$ cat src/rtl/fifo_port_scheduler_pkg.sv
// Shared types and default sizing for the FIFO port scheduler.
// Defaults describe a 4-requester, 8-bit, 8-deep FIFO with bursts of two.
package fifo_sched_pkg;
    localparam int NREQ_DEF  = 4;
    localparam int DW_DEF    = 8;
    localparam int DEPTH_DEF = 8;
    localparam int BURST_DEF = 2;
    localparam int LVL_W     = $clog2(DEPTH_DEF + 1);
    localparam int ID_W      = $clog2(NREQ_DEF);

    typedef enum logic {SLOT_READ, SLOT_WRITE} slot_e;
    typedef enum logic {IDLE, LOCKED} arb_state_e;
endpackage

$ cat src/rtl/fifo_port_scheduler_if.sv
// Bundle of requester, reader and FIFO-side signals for the port scheduler.
// Handshake: a requester word transfers on a rising edge where req_valid[i] & req_ready[i];
// req_ready is combinational and at most one bit is high; rd_req is a level, rd_ack marks issue.
interface fifo_port_scheduler_if
    import fifo_sched_pkg::*;
#(
    parameter int NREQ  = NREQ_DEF,
    parameter int DW    = DW_DEF,
    parameter int DEPTH = DEPTH_DEF
);
    localparam int LW = $clog2(DEPTH + 1);
    localparam int IW = $clog2(NREQ);

    logic [NREQ-1:0]    req_valid;
    logic [NREQ*DW-1:0] req_data;
    logic [NREQ-1:0]    req_ready;
    logic               rd_req;
    logic               rd_ack;
    logic               rd_valid;
    logic               fifo_wn;
    logic               fifo_rn;
    logic [DW-1:0]      fifo_din;
    logic [LW-1:0]      level;
    logic               full;
    logic               empty;
    logic [IW-1:0]      owner;
    arb_state_e         state;

    modport master (
        output req_valid, req_data, rd_req,
        input  req_ready, rd_ack, rd_valid, fifo_wn, fifo_rn, fifo_din,
        input  level, full, empty, owner, state
    );

    modport slave (
        input  req_valid, req_data, rd_req,
        output req_ready, rd_ack, rd_valid, fifo_wn, fifo_rn, fifo_din,
        output level, full, empty, owner, state
    );
endinterface

$ cat src/rtl/fifo_port_scheduler_rr_arbiter.sv
// Round-robin requester picker: a locked owner wins while it stays valid,
// otherwise the first valid requester at or after rr_ptr wins.
module rr_arbiter #(
    parameter int NREQ = 4,
    parameter int IW   = $clog2(NREQ)
) (
    input  logic [NREQ-1:0] req,
    input  logic [IW-1:0]   rr_ptr,
    input  logic [IW-1:0]   lock_id,
    input  logic            lock_en,
    output logic [NREQ-1:0] grant,
    output logic [IW-1:0]   grant_id
);
    logic found;
    int   idx;

    always_comb begin
        grant    = '0;
        grant_id = '0;
        found    = 1'b0;
        idx      = 0;
        if (lock_en && req[lock_id]) begin
            grant[lock_id] = 1'b1;
            grant_id       = lock_id;
        end else begin
            for (int k = 0; k < NREQ; k++) begin
                idx = (int'(rr_ptr) + k) % NREQ;
                if (!found && req[idx]) begin
                    found      = 1'b1;
                    grant[idx] = 1'b1;
                    grant_id   = IW'(idx);
                end
            end
        end
    end
endmodule

$ cat src/rtl/fifo_port_scheduler.sv
// Arbitrates NREQ writers and one reader onto a single-op-per-cycle FIFO,
// keeping the authoritative occupancy so the FIFO is never over- or under-run.
module fifo_port_scheduler
    import fifo_sched_pkg::*;
#(
    parameter int NREQ  = NREQ_DEF,
    parameter int DW    = DW_DEF,
    parameter int DEPTH = DEPTH_DEF,
    parameter int BURST = BURST_DEF
) (
    input logic                  clock,
    input logic                  reset_n,
    fifo_port_scheduler_if.slave bus
);
    localparam int LW = $clog2(DEPTH + 1);
    localparam int IW = $clog2(NREQ);
    localparam int BW = $clog2(BURST + 1);

    logic [LW-1:0]   level_q;
    slot_e           last_slot;
    arb_state_e      state_q;
    logic [IW-1:0]   rr_ptr;
    logic [IW-1:0]   owner_q;
    logic [BW-1:0]   burst_cnt;
    logic            wn_q, rn_q, ack_q, rvalid_q;
    logic [DW-1:0]   din_q;

    logic            full_w, empty_w, can_wr, can_rd, do_wr, do_rd;
    logic            lock_en, lock_hit;
    logic [IW-1:0]   ptr_eff, grant_id;
    logic [NREQ-1:0] grant;

    assign full_w  = (level_q == LW'(DEPTH));
    assign empty_w = (level_q == '0);
    // reset_n gates the write side so no requester sees ready while held in reset
    assign can_wr  = reset_n && (|bus.req_valid) && !full_w;
    assign can_rd  = bus.rd_req && !empty_w;
    assign do_wr   = can_wr && (!can_rd || last_slot == SLOT_READ);
    assign do_rd   = can_rd && !do_wr;

    assign lock_en  = (state_q == LOCKED) && (burst_cnt < BW'(BURST));
    assign lock_hit = lock_en && bus.req_valid[owner_q];
    // Leaving a lock restarts the search just past the owner, in the same cycle
    assign ptr_eff  = (state_q != LOCKED)        ? rr_ptr :
                      (owner_q == IW'(NREQ - 1)) ? '0     : owner_q + IW'(1);

    rr_arbiter #(.NREQ(NREQ), .IW(IW)) u_arb (
        .req      (bus.req_valid),
        .rr_ptr   (ptr_eff),
        .lock_id  (owner_q),
        .lock_en  (lock_en),
        .grant    (grant),
        .grant_id (grant_id)
    );

    always_ff @(posedge clock or negedge reset_n) begin
        if (!reset_n) begin
            level_q   <= '0;
            last_slot <= SLOT_READ;
            state_q   <= IDLE;
            rr_ptr    <= '0;
            owner_q   <= '0;
            burst_cnt <= '0;
            wn_q      <= 1'b0;
            rn_q      <= 1'b0;
            ack_q     <= 1'b0;
            rvalid_q  <= 1'b0;
            din_q     <= '0;
        end else begin
            wn_q     <= do_wr;
            rn_q     <= do_rd;
            ack_q    <= do_rd;
            rvalid_q <= rn_q;
            if (do_wr) begin
                din_q     <= bus.req_data[int'(grant_id)*DW +: DW];
                level_q   <= level_q + LW'(1);
                last_slot <= SLOT_WRITE;
                if (lock_hit) begin
                    burst_cnt <= burst_cnt + BW'(1);
                end else begin
                    state_q   <= LOCKED;
                    owner_q   <= grant_id;
                    burst_cnt <= BW'(1);
                    rr_ptr    <= ptr_eff;
                end
            end else if (do_rd) begin
                level_q   <= level_q - LW'(1);
                last_slot <= SLOT_READ;
            end
        end
    end

    assign bus.req_ready = do_wr ? grant : '0;
    assign bus.fifo_wn   = wn_q;
    assign bus.fifo_rn   = rn_q;
    assign bus.rd_ack    = ack_q;
    assign bus.rd_valid  = rvalid_q;
    assign bus.fifo_din  = din_q;
    assign bus.level     = level_q;
    assign bus.full      = full_w;
    assign bus.empty     = empty_w;
    assign bus.owner     = owner_q;
    assign bus.state     = state_q;
endmodule

$ cat src/flat_wrapper.sv
// flat-port wrapper written by rule: the top's interface ports become plain ports
module fifo_port_scheduler_flat import fifo_sched_pkg::*;
#(
    parameter int NREQ  = NREQ_DEF,
    parameter int DW    = DW_DEF,
    parameter int DEPTH = DEPTH_DEF,
    parameter int BURST = BURST_DEF
)
  (clock, reset_n, bus_req_valid, bus_req_data, bus_rd_req, bus_req_ready, bus_rd_ack, bus_rd_valid, bus_fifo_wn, bus_fifo_rn, bus_fifo_din, bus_level, bus_full, bus_empty, bus_owner, bus_state);
  fifo_port_scheduler_if #(.NREQ(NREQ), .DW(DW), .DEPTH(DEPTH)) bus_i ();
  input logic clock;
  input logic reset_n;
  input wire logic [$bits(bus_i.req_valid)-1:0] bus_req_valid;
  input wire logic [$bits(bus_i.req_data)-1:0] bus_req_data;
  input wire logic [$bits(bus_i.rd_req)-1:0] bus_rd_req;
  output wire logic [$bits(bus_i.req_ready)-1:0] bus_req_ready;
  output wire logic [$bits(bus_i.rd_ack)-1:0] bus_rd_ack;
  output wire logic [$bits(bus_i.rd_valid)-1:0] bus_rd_valid;
  output wire logic [$bits(bus_i.fifo_wn)-1:0] bus_fifo_wn;
  output wire logic [$bits(bus_i.fifo_rn)-1:0] bus_fifo_rn;
  output wire logic [$bits(bus_i.fifo_din)-1:0] bus_fifo_din;
  output wire logic [$bits(bus_i.level)-1:0] bus_level;
  output wire logic [$bits(bus_i.full)-1:0] bus_full;
  output wire logic [$bits(bus_i.empty)-1:0] bus_empty;
  output wire logic [$bits(bus_i.owner)-1:0] bus_owner;
  output wire logic [$bits(bus_i.state)-1:0] bus_state;
  assign bus_i.req_valid = bus_req_valid;
  assign bus_i.req_data = bus_req_data;
  assign bus_i.rd_req = bus_rd_req;
  assign bus_req_ready = bus_i.req_ready;
  assign bus_rd_ack = bus_i.rd_ack;
  assign bus_rd_valid = bus_i.rd_valid;
  assign bus_fifo_wn = bus_i.fifo_wn;
  assign bus_fifo_rn = bus_i.fifo_rn;
  assign bus_fifo_din = bus_i.fifo_din;
  assign bus_level = bus_i.level;
  assign bus_full = bus_i.full;
  assign bus_empty = bus_i.empty;
  assign bus_owner = bus_i.owner;
  assign bus_state = bus_i.state;
  fifo_port_scheduler #(.NREQ(NREQ), .DW(DW), .DEPTH(DEPTH), .BURST(BURST)) u_core (.clock(clock), .reset_n(reset_n), .bus(bus_i));
endmodule
$ cat config.mk
export PLATFORM = sky130hd
export DESIGN_NAME = fifo_port_scheduler_flat
export DESIGN_NICKNAME = d
export VERILOG_FILES = /design/src/rtl/fifo_port_scheduler_pkg.sv /design/src/rtl/fifo_port_scheduler_if.sv /design/src/rtl/fifo_port_scheduler_rr_arbiter.sv /design/src/rtl/fifo_port_scheduler.sv /design/src/flat_wrapper.sv
export SDC_FILE = /design/constraint.sdc
export NUM_CORES = 1
export LEC_CHECK = 0
export BUFFER_PORTS_ARGS = -buffer_cell sky130_fd_sc_hd__buf_2
export CAP_MARGIN = 10
export CORE_MARGIN = 5
export CORE_UTILIZATION = 33
export DETAILED_ROUTE_END_ITERATION = 8
export PLACE_DENSITY = 0.63
export SYNTH_ARGS = -nofsm -noshare
export SYNTH_HDL_FRONTEND = slang
export SYNTH_SLANG_ARGS = --single-unit
$ cat constraint.sdc
create_clock -name clock -period 4.7 [get_ports clock]
set_input_delay 0.235 -clock clock [delete_from_list [all_inputs] [get_ports clock]]
set_output_delay 0.235 -clock clock [all_outputs]
set_load 0.02 [all_outputs]
==> results of run 1 <==
-- synth_stat cells, drive strengths merged (2+ instances only) --
| cell type | count |
|---|---|
| and2 | 8 |
| nand2 | 13 |
| clkbuf | 6 |
| a221oi | 9 |
| o21a | 4 |
| o31ai | 2 |
| inv | 9 |
| a21oi | 9 |
| o211ai | 2 |
| buf | 2 |
| nor2b | 4 |
| xnor2 | 2 |
| o21ai | 11 |
| nor3 | 4 |
| nor4 | 2 |
| a31oi | 4 |
| a211oi | 11 |
| ha | 14 |
| nand2b | 2 |
| a22oi | 8 |
| a222oi | 4 |
| or2 | 2 |
| dfrtp | 23 |
| nor2 | 21 |
| mux2i | 4 |
-- layout make-up --
| class | count | area [sq um] |
|---|---|---|
| Clock inverter | 1 | 5.00 |
| Sequential cell | 23 | 576 |
| Fill cell | 554 | 3170 |
| Multi-Input combinational cell | 160 | 1180 |
| Inverter | 9 | 36.3 |
| Tap cell | 72 | 90.1 |
| Timing Repair Buffer | 66 | 340 |
| Clock buffer | 3 | 41.3 |
-- kinds of logic (layout without fill, tap and decap cells) --
| kind of cell | Yosys count | count (layout) | share of synthesized area, % |
|---|---|---|---|
| AO/OA/AOI/OAI | 74 | 74 | 30.7 |
| AND/OR/NAND/NOR | 62 | 62 | 17.7 |
| flip-flops | 23 | 23 | 31.5 |
| buffers and inverters | 17 | 79 | 3.91 |
| adder cells (fa/ha/maj) | 15 | 15 | 10.7 |
| multiplexers | 6 | 6 | 4.05 |
| XOR/XNOR | 3 | 3 | 1.44 |
-- how the worst max path moves through the flow --
| stage | end | startpoint | depth (start not counted) |
|---|---|---|---|
| 2_1_floorplan | u_core.bus.fifo_din[6] | u_core.bus.owner[0] | 12 |
| 3_5_place_dp | u_core.bus.fifo_din[6] | u_core.bus.owner[0] | 12 |
| 4_1_cts | bus_req_ready[2] | u_core.bus.owner[0] | 12 |
| 5_1_grt | bus_req_ready[0] | u_core.bus.owner[0] | 12 |
| 3_3_place_gp | u_core.bus.fifo_din[6] | u_core.bus.owner[0] | 12 |
| 6_report | bus_req_ready[2] | u_core.bus.owner[0] | 12 |
-- stage by stage --
| step | instances | area (sq um) |
|---|---|---|
| global route | 334 | 2270 |
| detailed placement | 329 | 2210 |
| CTS | 334 | 2270 |
| finish | 334 | 2270 |
| global placement | 329 | 2210 |
| floorplan | 200 | 1820 |
-- registers in the layout, summed over array words and instances (netlist names) --
| name | cells |
|---|---|
| u_core.bus.fifo_rn | 1 |
| u_core.bus.fifo_din | 8 |
| u_core.last_slot | 1 |
| u_core.bus.state | 1 |
| u_core.bus.fifo_wn | 1 |
| u_core.bus.level | 4 |
| u_core.bus.owner | 2 |
| u_core.rr_ptr | 2 |
| u_core.bus.rd_valid | 1 |
| u_core.burst_cnt | 2 |
-- per-layer routing --
layer,up-vias,global-route usage (%)
met5,-,0
met4,0,4.32
met3,11,2.65
met2,35,24.5
met1,832,17.0
li1,887,-
-- power by group through the flow --
stage          sequential (mW)  clock (mW)  combinational [mW]
2_1_floorplan            0.441           0               0.872
3_3_place_gp             0.368           0                1.25
3_5_place_dp             0.369           0                1.26
4_1_cts                  0.368       0.131                1.27
5_1_grt                  0.383       0.141                1.41
6_report                 0.368       0.125                1.26
-- worst max-delay path: cells and delay by family (launching register included) --
family	cells	cell delay, ns
adder cells (fa/ha/maj)	2	0.72
AND/OR/NAND/NOR	1	0.42
flip-flops	1	0.56
buffers and inverters	5	0.77
AO/OA/AOI/OAI	2	0.34
multiplexers	2	0.49
==> results.md, run 1 <==
Setup path:
- Of all nets on the critical path, the largest fanout is 12.
- The critical path is of the flip-flop to output port type.
- The worst setup path is launched from a flip-flop.
- By instance count, the cell type seen most on the critical path is inv_1.
- The signal on the critical path passes through inv_1 -> ha_1 -> mux2i_1 -> buf_4 -> inv_1 -> ha_1 -> inv_1 -> mux4_2 -> nor3_1 -> a222oi_1 -> a31oi_1 -> buf_2.
- The stage delay of the slowest cell on the critical path is 0.56 ns.
- The endpoint required time on the critical path is 4.47 ns.
- In this run the critical register-to-register path is captured at u_core.bus.fifo_din[6].
- The number of cells on the worst reg-to-reg path is 12.
- The largest individual stage delay along the critical path comes from the cell dfrtp_1.
- STA classifies the critical path endpoint as an output port.
- The startpoint of the worst-slack reg-to-reg timing path is u_core.bus.owner[0].
- The arrival time at the worst endpoint is 3.57 ns.
- Setup slack on the worst reg-to-reg path comes out at 0.93 ns.

Min path:
- The worst hold path begins at bus_rd_req.
- The depth of the worst hold-timing path is 3.
- The worst min-delay path endpoint is u_core.bus.fifo_rn.
- The worst min-delay path category is input pin to flip-flop.

Global route:
- The first-pass GRT wire length is 8.41 mm.
- Entering global routing, the biggest net connects 25 pins.
- The via count of the first global-routing pass came to 1844.
- The number of antenna violations at the first check in global routing came to 0.
- The total overflow left after global routing is 0.
- The overall track demand over capacity in global routing is 13.9%.

Cells and area:
- Leaving out fill and tap cells, the most frequent cell in the layout is buf_2.
- The total inserted antenna cells is 0.
- From synthesis to final layout, the design area changed by 24.2%.
- In the layout the commonest cells are buf_2, dfrtp_1, nor2_1.
- Cells with a size suffix above 1 make up 30.9% of the layout.
- Cells fill 41.7% of the core in the end.
- The final layout contains 317 nets.

Logic synthesis:
- Of the synthesized area, sequential elements account for 31.6%.
- The number of nets in the synthesized netlist is 254.
- In this run the cell area of the synthesized design comes to 0.00182 sq mm.
- Sorting the synthesized cells by area gives the leading types as dfrtp_1, ha_1, a221oi_1, a211oi_1, nor2_1.
- In the synthesized netlist the async set-or-reset flop fraction comes to 100%.
- The synthesized design contains 23 register bits.
- The most frequently used flop master after synthesis is dfrtp_1.
- Summed over all instances, the cell type with the most area after synthesis is dfrtp_1.
- Yosys printed 0 warnings.
- The fraction of post-synthesis cell area in the top cell type by area is 31.6%.
- The post-synthesis instance total is 200.
- The mean instance size in the synthesized netlist is 9.12 sq um.
- The number of enable-type register cells in the synthesized netlist is 0.
- Synthesis instantiated 51 different standard cells from the library.

STA:
- The hold violation total from the final report is 0.
- Setup repair after global routing left no endpoint under its margin.
- The total of endpoints with negative setup slack in the final report is 0.
- The clock skew is 0.00140 ns.
- The period utilization is 80.9%.
- The transition time at the pin with the least slew margin is 0.738 ns.
- For the final routed database, the setup TNS stands at 0 ns.
- The max-slew violation count was 0.
- The worst path in the final design needs a cycle of 3.80 ns, including I/O delays and setup.
- The post-route worst hold slack is 0.246 ns.
- The worst slew margin relative to its limit is 50.2%.
- The post-route worst setup slack is 0.900 ns.
- Derived from the worst setup path, the maximum achievable clock frequency is 263 MHz.

Placement:
- The final estimated routing congestion in global placement is 0.828.
- The half-perimeter wire length after detailed placement is 3.88 mm.
- The count of buffers added on input and output ports is 63.
- Before CTS, the worst setup slack after placement is 0.998 ns.

Power and ir drop:
- The sequential fraction of design power is 21.0%.
- The reported leakage power is 1.04 nW.
- The clock network burns 7.1% of the power.
- The internal power contribution is 0.834 mW.
- The combinational fraction of design power is 71.9%.
- The switching share of total power is 52.5%.
- The net switching power is 0.922 mW.
- Across the VDD grid, the largest voltage drop is 0.396 mV.
- Power spread over the standard cell area amounts to 775 mW/mm^2.
- The power after layout is 1.76 mW.

Floorplan:
- The total area inside the core boundary comes to 0.00544 sq mm.
- The floorplan step set the die height to 84.4 um.
- The effective utilization at floorplan is 33.5%.
- Pin placement for this block handled 64 I/O pins.
- The total die area is 0.00711 sq mm.
- After floorplanning, the core was divided into 27 placement rows.
- The die is 84.4 um wide.

Clock tree:
- The register clock-pin slew on the reported worst setup and hold paths is 0.08 ns.
- The H-tree depth is 1.
- The TritonCTS clock tree is built.
- The post-cts resize count is 0.
- For the worst-skew pair, the clock arrives at the later sink with an insertion delay of 0.27 ns.
- The TritonCTS buffer count is 3.
- Buffers inserted to repair hold after CTS numbered 1.
- The clock sink count is 23.
- The cell at the root of the clock tree is clkbuf_8.
- The number of buffers on the longest clock path is 2.
- After clock tree synthesis, the setup repair step added 0 buffers.

Drt:
- In this run the remaining antenna-violating nets after routing total 0.
- The highest layer touched by signal routing is met4.
- The final layout contains routed wiring with a total length of 4.91 mm.
- After detailed routing, the number of vias per cell comes to 5.28.
- In the final routing, the length of wire on met1 measures 2.16 mm.
- The number of DRC violations after detailed-routing iteration 0 is 94.
- The met2 layer wire length in the routed design is 2.45 mm.
- The first-pass iteration count of the detailed router is 4.
- The total via count in the routed design is 1765.
- The amount of wire on met3 after detailed routing is 198 um.
- In the routed design, unresolved DRC markers number 0.
- The final routed wire length divided by cell count is 14.7 um.

Outcome:
- The flow ran to the end, and the final reports show no timing, DRC or antenna violations.

Flow run:
- The tool flagged a number of max-cap violations equal to 0.
Power figures use the tool's default switching activity.
==> run 2: changes to the inputs <==
--- a/config.mk
+++ b/config.mk
@@ -10,7 +10,7 @@
 export CORE_MARGIN = 5
 export CORE_UTILIZATION = 33
 export DETAILED_ROUTE_END_ITERATION = 8
-export PLACE_DENSITY = 0.63
+export PLACE_DENSITY = 0.65
 export SYNTH_ARGS = -nofsm -noshare
 export SYNTH_HDL_FRONTEND = slang
 export SYNTH_SLANG_ARGS = --single-unit
==> constraint.sdc (replaced) <==
create_clock -name clock -period 3.47 [get_ports clock]
set_input_delay 0.1735 -clock clock [delete_from_list [all_inputs] [get_ports clock]]
set_output_delay 0.1735 -clock clock [all_outputs]
set_load 0.02 [all_outputs]
==> run 2 against run 1 <==
Against the previous run: non-clock buffer count rose by 10; final area is 5.8% higher; power up 49%; critical path depth shrank 1; sequential share of layout area fell by 1.3 points; first-iteration DRC count grew 22%; largest power group unchanged; highest routed layer unchanged.
==> results.md, run 2 (synthesis results as in run 1) <==
Setup path:
- The startpoint type of the worst setup path is a flip-flop.
- The arrival time at the worst endpoint is 3.43 ns (-0.14 ns).
- The stage delay of the slowest cell on the critical path is 0.49 ns (-0.07 ns).
- The critical path is of the flip-flop to flip-flop type.
- The signal on the critical path passes through inv_1 -> ha_1 -> mux2i_4 -> inv_1 -> ha_1 -> inv_1 -> mux4_2 -> a31o_4 -> or3_1 -> a221oi_1 -> a211oi_1.
- By instance count, the cell type seen most on the critical path is inv_1.
- STA classifies the critical path endpoint as a flip-flop.
- The endpoint required time on the critical path is 3.59 ns (-0.88 ns).
- The cell with the biggest individual delay on the critical path is or3_1.
- The top fanout value on the critical path is 8 (-4).

Drt:
- The total via count in the routed design came to 1830 (+3.7%).
- The post-route DRC violation count is 0 (unchanged).
- The first-pass iteration count of the detailed router came to 4 (unchanged).
- The via-per-instance ratio came to 5.32 (+0.67%).
- The remaining number of nets flagged by the antenna check after routing came to 0 (unchanged).
- The number of DRC violations after detailed-routing iteration 0 is 115 (+22%).
- The final routed wire length divided by cell count came to 15.1 um (+2.6%).
- The final wirelength is 5.19 mm (+5.6%).

Global route:
- The overall track demand over capacity in global routing is 14.4% (+0.52 points).
- The sum of overflow across all layers after global routing is 0 (unchanged).
- The largest net degree at the start of global routing came to 24 (-4.0%).
- The first-pass GRT wire length is 8.62 mm (+2.5%).
- The via count of the first global-routing pass was 1807 (-2.0%).
- The number of antenna violations at the first check in global routing is 0 (unchanged).

Placement:
- The final estimated routing congestion in global placement was 0.864 (+4.3%).
- The count of buffers inserted at the top-level ports came to 63 (unchanged).
- The post-placement cell area is 0.00228 sq mm (+3.0%).
- The half-perimeter wire length after detailed placement is 3.98 mm (+2.6%).

Cells and area:
- The number of nets in the final layout is 327 (+3.2%).
- The number of filler cells placed in the layout is 545 (-1.6%).
- The flip-flop count of the largest register after layout was 8 (unchanged).
- Leaving out fill and tap cells, the most frequent cell in the layout is buf_2.
- The utilization after layout is 44.1% (+2.4 points).
- The area occupied by registers was 577 sq um (+0.22%).
- The final design area excluding fillers is 0.00240 sq mm (+5.8%).
- The total area of multi-input combinational cells came to 0.00123 sq mm (+4.7%).
- The layout cell share with drive strength beyond 1 came to 35.3% (+4.4 points).
- The total inserted antenna cells came to 0 (unchanged).
- Leaving out fill and tap cells, the most frequent cells in the layout are buf_2, dfrtp_1, nor2_1.
- The area added between synthesis and finish is 31.4%.

Clock tree:
- The H-tree depth came to 1 (unchanged).
- In this run the clock root is driven by a clkbuf_8.
- The clock sink count is 23 (unchanged).
- The number of buffers on the longest clock path is 2 (unchanged).
- The register clock-pin slew on the reported worst setup and hold paths is 0.08 ns (about the same).
- TritonCTS built the clock tree.
- The TritonCTS buffer count came to 3 (unchanged).
- The clock latency of the later-clocked register in the worst-skew pair is 0.26 ns (about the same).

Outcome:
- The run finished with clean final reports.

STA:
- The highest achievable clock rate is 302 MHz.
- The transition time at the pin with the least slew margin is 0.609 ns (-0.129 ns).
- After layout, the minimum clock period comes to 3.31 ns.
- The hold violation total from the final report was 0 (unchanged).
- The worst path uses 95.4% of the clock period.
- The worst slew margin relative to its limit is 58.9% (+8.7 points).
- The total of endpoints with negative setup slack in the final report is 0 (unchanged).
- The clock skew was 0.00271 ns (+0.00131 ns).
- The max-slew violation count is 0 (unchanged).

Floorplan:
- The die extent in x is 84.4 um (unchanged).
- The total die area is 0.00711 sq mm (unchanged).
- The effective utilization at floorplan is 33.5% (unchanged).
- The boundary pin count came to 64 (unchanged).
- The placement row count was 27 (unchanged).
- The standard cell core area was 0.00544 sq mm (unchanged).
- The height of the die is 84.4 um (unchanged).

Power and ir drop:
- The reported leakage power came to 1.09 nW (+4.8%).
- The maximum vdd drop is 0.583 mV (+47%).
- The power density over the cells is 1090 mW/mm^2 (+41%).
- The power after layout came to 2.62 mW (+49%).

Min path:
- The worst min-delay path category is input pin to flip-flop.

Flow run:
- The number of max-cap violations is 0 (unchanged).
-- run 2: changes by cell type in the layout (fill, tap and decap cells not counted), sizes merged --
cell / change
buf: +10
-- run 2: final timing paths --
check | from | end | slack (ns) | cells past startpoint
worst max-delay path | u_core.bus.owner[0] | u_core.bus.fifo_din[1] | 0.16 | 11
worst min-delay path | bus_rd_req | u_core.bus.fifo_rn | 0.21 | 3
worst max register to register | u_core.bus.owner[0] | u_core.bus.fifo_din[1] | 0.16 | 11
worst min register to register | u_core.bus.fifo_rn | u_core.bus.rd_valid | 0.40 | 0
max in group asynchronous | reset_n | u_core.bus.owner[0] | 2.74 | 3
min in group asynchronous | reset_n | u_core.rr_ptr[0] | 0.47 | 3
-- run 2: worst max-delay path: cells and delay by family (launching register included) --
kind	cells	cell delay (ns)
compound gates	3	0.76
fa+ha+maj	2	0.65
buf+inv	3	0.30
flops	1	0.42
mux	2	0.55
simple gates	1	0.49
-- run 2: timing repair --
item,CTS,global route
endpoints found under the hold margin,23,0
setup buffers,0,3
hold buffers,1,0
gates resized for setup,0,6
setup endpoints to repair,0,11
-- run 2: layer usage --
metal | wire length (um) | up-vias | global-route usage [%]
li1 | - | 904 | -
met1 | 2340 | 883 | 18.4
met2 | 2650 | 39 | 25.0
met3 | 157 | 4 | 2.55
met4 | 46 | 0 | 3.74
met5 | 0 | - | 0
-- run 2: cell type report --
cell class	instances	share of cell area, %
clock buffer	3	1.72
clock inverter	1	0.209
inverter	9	1.51
multi-input combinational	160	51.4
sequential	23	24.1
tap	72	3.76
timing repair buffer	76	17.3
-- run 2: where the power goes --
part | internal, mW | leakage, nW | switching (mW)
combinational | 0.799 | 0.799 | 1.17
clock | 0.0801 | 0.0255 | 0.0880
sequential | 0.389 | 0.265 | 0.0945
total | 1.27 | 1.09 | 1.35
-- run 2: through the flow --
step / setup slack (ns) / TNS (ns) / hold WS (ns) / cells
3_3_place_gp: 0.258 / 0 / 0.200 / 336
2_1_floorplan: 0.0436 / 0 / -0.122 / 200
5_1_grt: -0.00195 / -0.00195 / 0.227 / 344
3_5_place_dp: 0.180 / 0 / 0.212 / 336
4_1_cts: 0.0408 / 0 / 0.204 / 341
6_report: 0.161 / 0 / 0.212 / 344
==> run 3: changes to the inputs <==
--- a/config.mk
+++ b/config.mk
@@ -11,6 +11,8 @@
 export CORE_UTILIZATION = 33
 export DETAILED_ROUTE_END_ITERATION = 8
 export PLACE_DENSITY = 0.65
+export RECOVER_POWER = 50
+export REMOVE_ABC_BUFFERS = 1
 export SYNTH_ARGS = -nofsm -noshare
 export SYNTH_HDL_FRONTEND = slang
 export SYNTH_SLANG_ARGS = --single-unit
==> run 3 against run 2 <==
Against the previous run: hold slack got worse by 0.00086 ns; die area unchanged; combinational power hardly changed; critical path type is now flip-flop to output port; critical endpoint is now bus_req_ready[3].
==> results.md, run 3 (synthesis results as in run 1) <==
Floorplan:
- The standard cell core area came to 0.00544 sq mm (unchanged).
- The height of the die is 84.4 um (unchanged).
- The total die area was 0.00711 sq mm (unchanged).
- The effective utilization at floorplan is 33.5% (unchanged).
- The die extent in x is 84.4 um (unchanged).
- The boundary pin count came to 64 (unchanged).
- The placement row count was 27 (unchanged).

Cells and area:
- The final design area excluding fillers came to 0.00236 sq mm (-1.6%).
- The flip-flop count of the largest register after layout was 8 (unchanged).
- The utilization after layout is 43.4% (-0.71 points).
- The area occupied by registers is 576 sq um (-0.22%).
- The number of nets in the final layout came to 324 (-0.92%).
- The number of filler cells placed in the layout was 559 (+2.6%).
- The post-layout instance count excluding filler cells is 341 (-0.87%).
- The layout cell share with drive strength beyond 1 is 29.7% (-5.6 points).
- The total inserted antenna cells is 0 (unchanged).
- The library cells used most frequently in the layout, excluding fill and tap cells, are buf_2, dfrtp_1, nor2_1.
- From synthesis to final layout, the design area changed by 29.3%.
- The total area of multi-input combinational cells is 0.00123 sq mm (-0.20%).
- The commonest non-fill, non-tap cell in the layout is buf_2.

Clock tree:
- The TritonCTS buffer count is 3 (unchanged).
- The clock latency of the later-clocked register in the worst-skew pair was 0.26 ns (about the same).
- The H-tree depth came to 1 (unchanged).
- The register clock-pin slew on the reported worst setup and hold paths is 0.09 ns (about the same).
- The number of buffers on the longest clock path came to 2 (unchanged).
- The TritonCTS clock tree is built.
- In this run the clock root is driven by a clkbuf_8.
- The clock sink count is 23 (unchanged).

Placement:
- The post-placement cell area is 0.00225 sq mm (-0.93%).
- The cell count after placement came to 335 (-0.30%).
- The half-perimeter wire length after detailed placement is 3.97 mm (-0.31%).
- The post-placement setup slack is 0.0708 ns (-0.109 ns).
- The final estimated routing congestion in global placement is 0.847 (-1.9%).
- The count of buffers inserted at the top-level ports is 63 (unchanged).

STA:
- The post-route worst setup slack is 0.188 ns (+0.0266 ns).
- The period utilization came to 94.6% (-0.77 points).
- The summed negative setup slack over all endpoints is 0 ns (unchanged).
- The hold violation total from the final report is 0 (unchanged).
- The minimum clock period came to 3.28 ns (-0.0266 ns).
- The transition time at the pin with the least slew margin is 1.24 ns (+0.634 ns).
- Setup repair after global routing could not meet its margin everywhere.
- The total of endpoints with negative setup slack in the final report is 0 (unchanged).
- The max-slew violation count is 0 (unchanged).
- The post-route worst hold slack is 0.211 ns (-0.000864 ns).
- The clock skew is 0.00440 ns (+0.00169 ns).
- The worst slew margin relative to its limit is 17.1% (-42 points).
- The highest achievable clock rate is 305 MHz (+0.81%).

Setup path:
- By startpoint and endpoint, the worst setup path is classified as flip-flop to output port.
- STA classifies the critical path endpoint as an output port.
- The endpoint required time on the critical path is 3.30 ns (-0.29 ns).
- The top fanout value on the critical path came to 11 (+3).
- STA classifies the critical path startpoint as a flip-flop.
- The arrival time at the worst endpoint is 3.11 ns (-0.32 ns).

Min path:
- In this run the worst hold path is classified as input pin to flip-flop.

Global route:
- The largest net degree at the start of global routing is 24 (unchanged).
- The first-pass GRT wire length was 8.74 mm (+1.4%).
- The number of antenna violations at the first check in global routing is 0 (unchanged).
- The sum of overflow across all layers after global routing came to 0 (unchanged).
- The overall track demand over capacity in global routing came to 14.6% (+0.23 points).
- The via count of the first global-routing pass is 1759 (-2.7%).

Drt:
- The remaining number of nets flagged by the antenna check after routing is 0 (unchanged).
- The via-per-instance ratio is 5.27 (-0.88%).
- The first-pass iteration count of the detailed router was 4 (unchanged).
- The final wirelength is 5.24 mm (+0.98%).
- The number of DRC violations after detailed-routing iteration 0 was 111 (-3.5%).
- The final routed wire length divided by cell count is 15.4 um (+1.9%).
- The post-route DRC violation count is 0 (unchanged).
- The total via count in the routed design came to 1798 (-1.7%).

Outcome:
- The flow ran to the end, and the final reports show no timing, DRC or antenna violations.

Power and ir drop:
- The maximum vdd drop is 0.584 mV (+0.20%).
- The power after layout came to 2.59 mW (-1.1%).
- The power density over the cells is 1100 mW/mm^2 (+0.48%).
- The reported leakage power came to 1.05 nW (-3.8%).

Flow run:
- The number of max-cap violations is 0 (unchanged).
==> run 3: layer usage <==
layer	vias to the layer above	GRT usage, %	share of wire [%]
met5	-	0	0
met4	0	4.03	0.92
met3	4	1.96	5.7
met2	60	23.2	45
met1	837	20.9	48
li1	897	-	-
==> run 3: report_power, final <==
group,internal (mW),total (mW),switching [mW],leakage [nW]
Clock,0.0811,0.172,0.0910,0.0217
Sequential,0.388,0.476,0.0881,0.266
Combinational,0.776,1.94,1.16,0.761
==> run 3: path summary, 6_finish.rpt <==
path,start,end,slack [ns],cells after the start
min in group asynchronous,reset_n,u_core.bus.fifo_din[2],0.87,3
worst max register to register,u_core.bus.owner[0],u_core.bus.fifo_din[4],0.21,12
max in group asynchronous,reset_n,u_core.bus.owner[0],1.86,3
worst min register to register,u_core.bus.fifo_rn,u_core.bus.rd_valid,0.41,0
worst min-delay path,bus_rd_req,u_core.bus.fifo_rn,0.21,3
worst max-delay path,u_core.bus.owner[0],bus_req_ready[3],0.19,12
==> run 3: area by class of cell <==
class	count	area share [%]
flip-flops and latches	23	24.4
clock inverters	1	0.318
repair buffers	73	16.0
clock buffers	3	1.75
well taps	72	3.82
multi-input cells	160	52.1
inverters	9	1.54
==> run 3: worst max-delay path: stages (launching register included) <==
cell and delay [ns]:
dfrtp_1 0.40, buf_4 0.17, ha_1 0.23, nor3b_2 0.17, buf_4 0.17, nor2_8 0.06, ha_4 0.30, inv_1 0.07
mux4_2 0.39, nor2b_4 0.18, a222oi_1 0.35, a31oi_1 0.15, buf_4 0.20
==> run 3: repair_timing <==
action	CTS	global route
buffers inserted	0	1
hold endpoints to repair	23	0
endpoints found under the setup margin	0	12
resized for setup	0	10
hold buffers	1	0
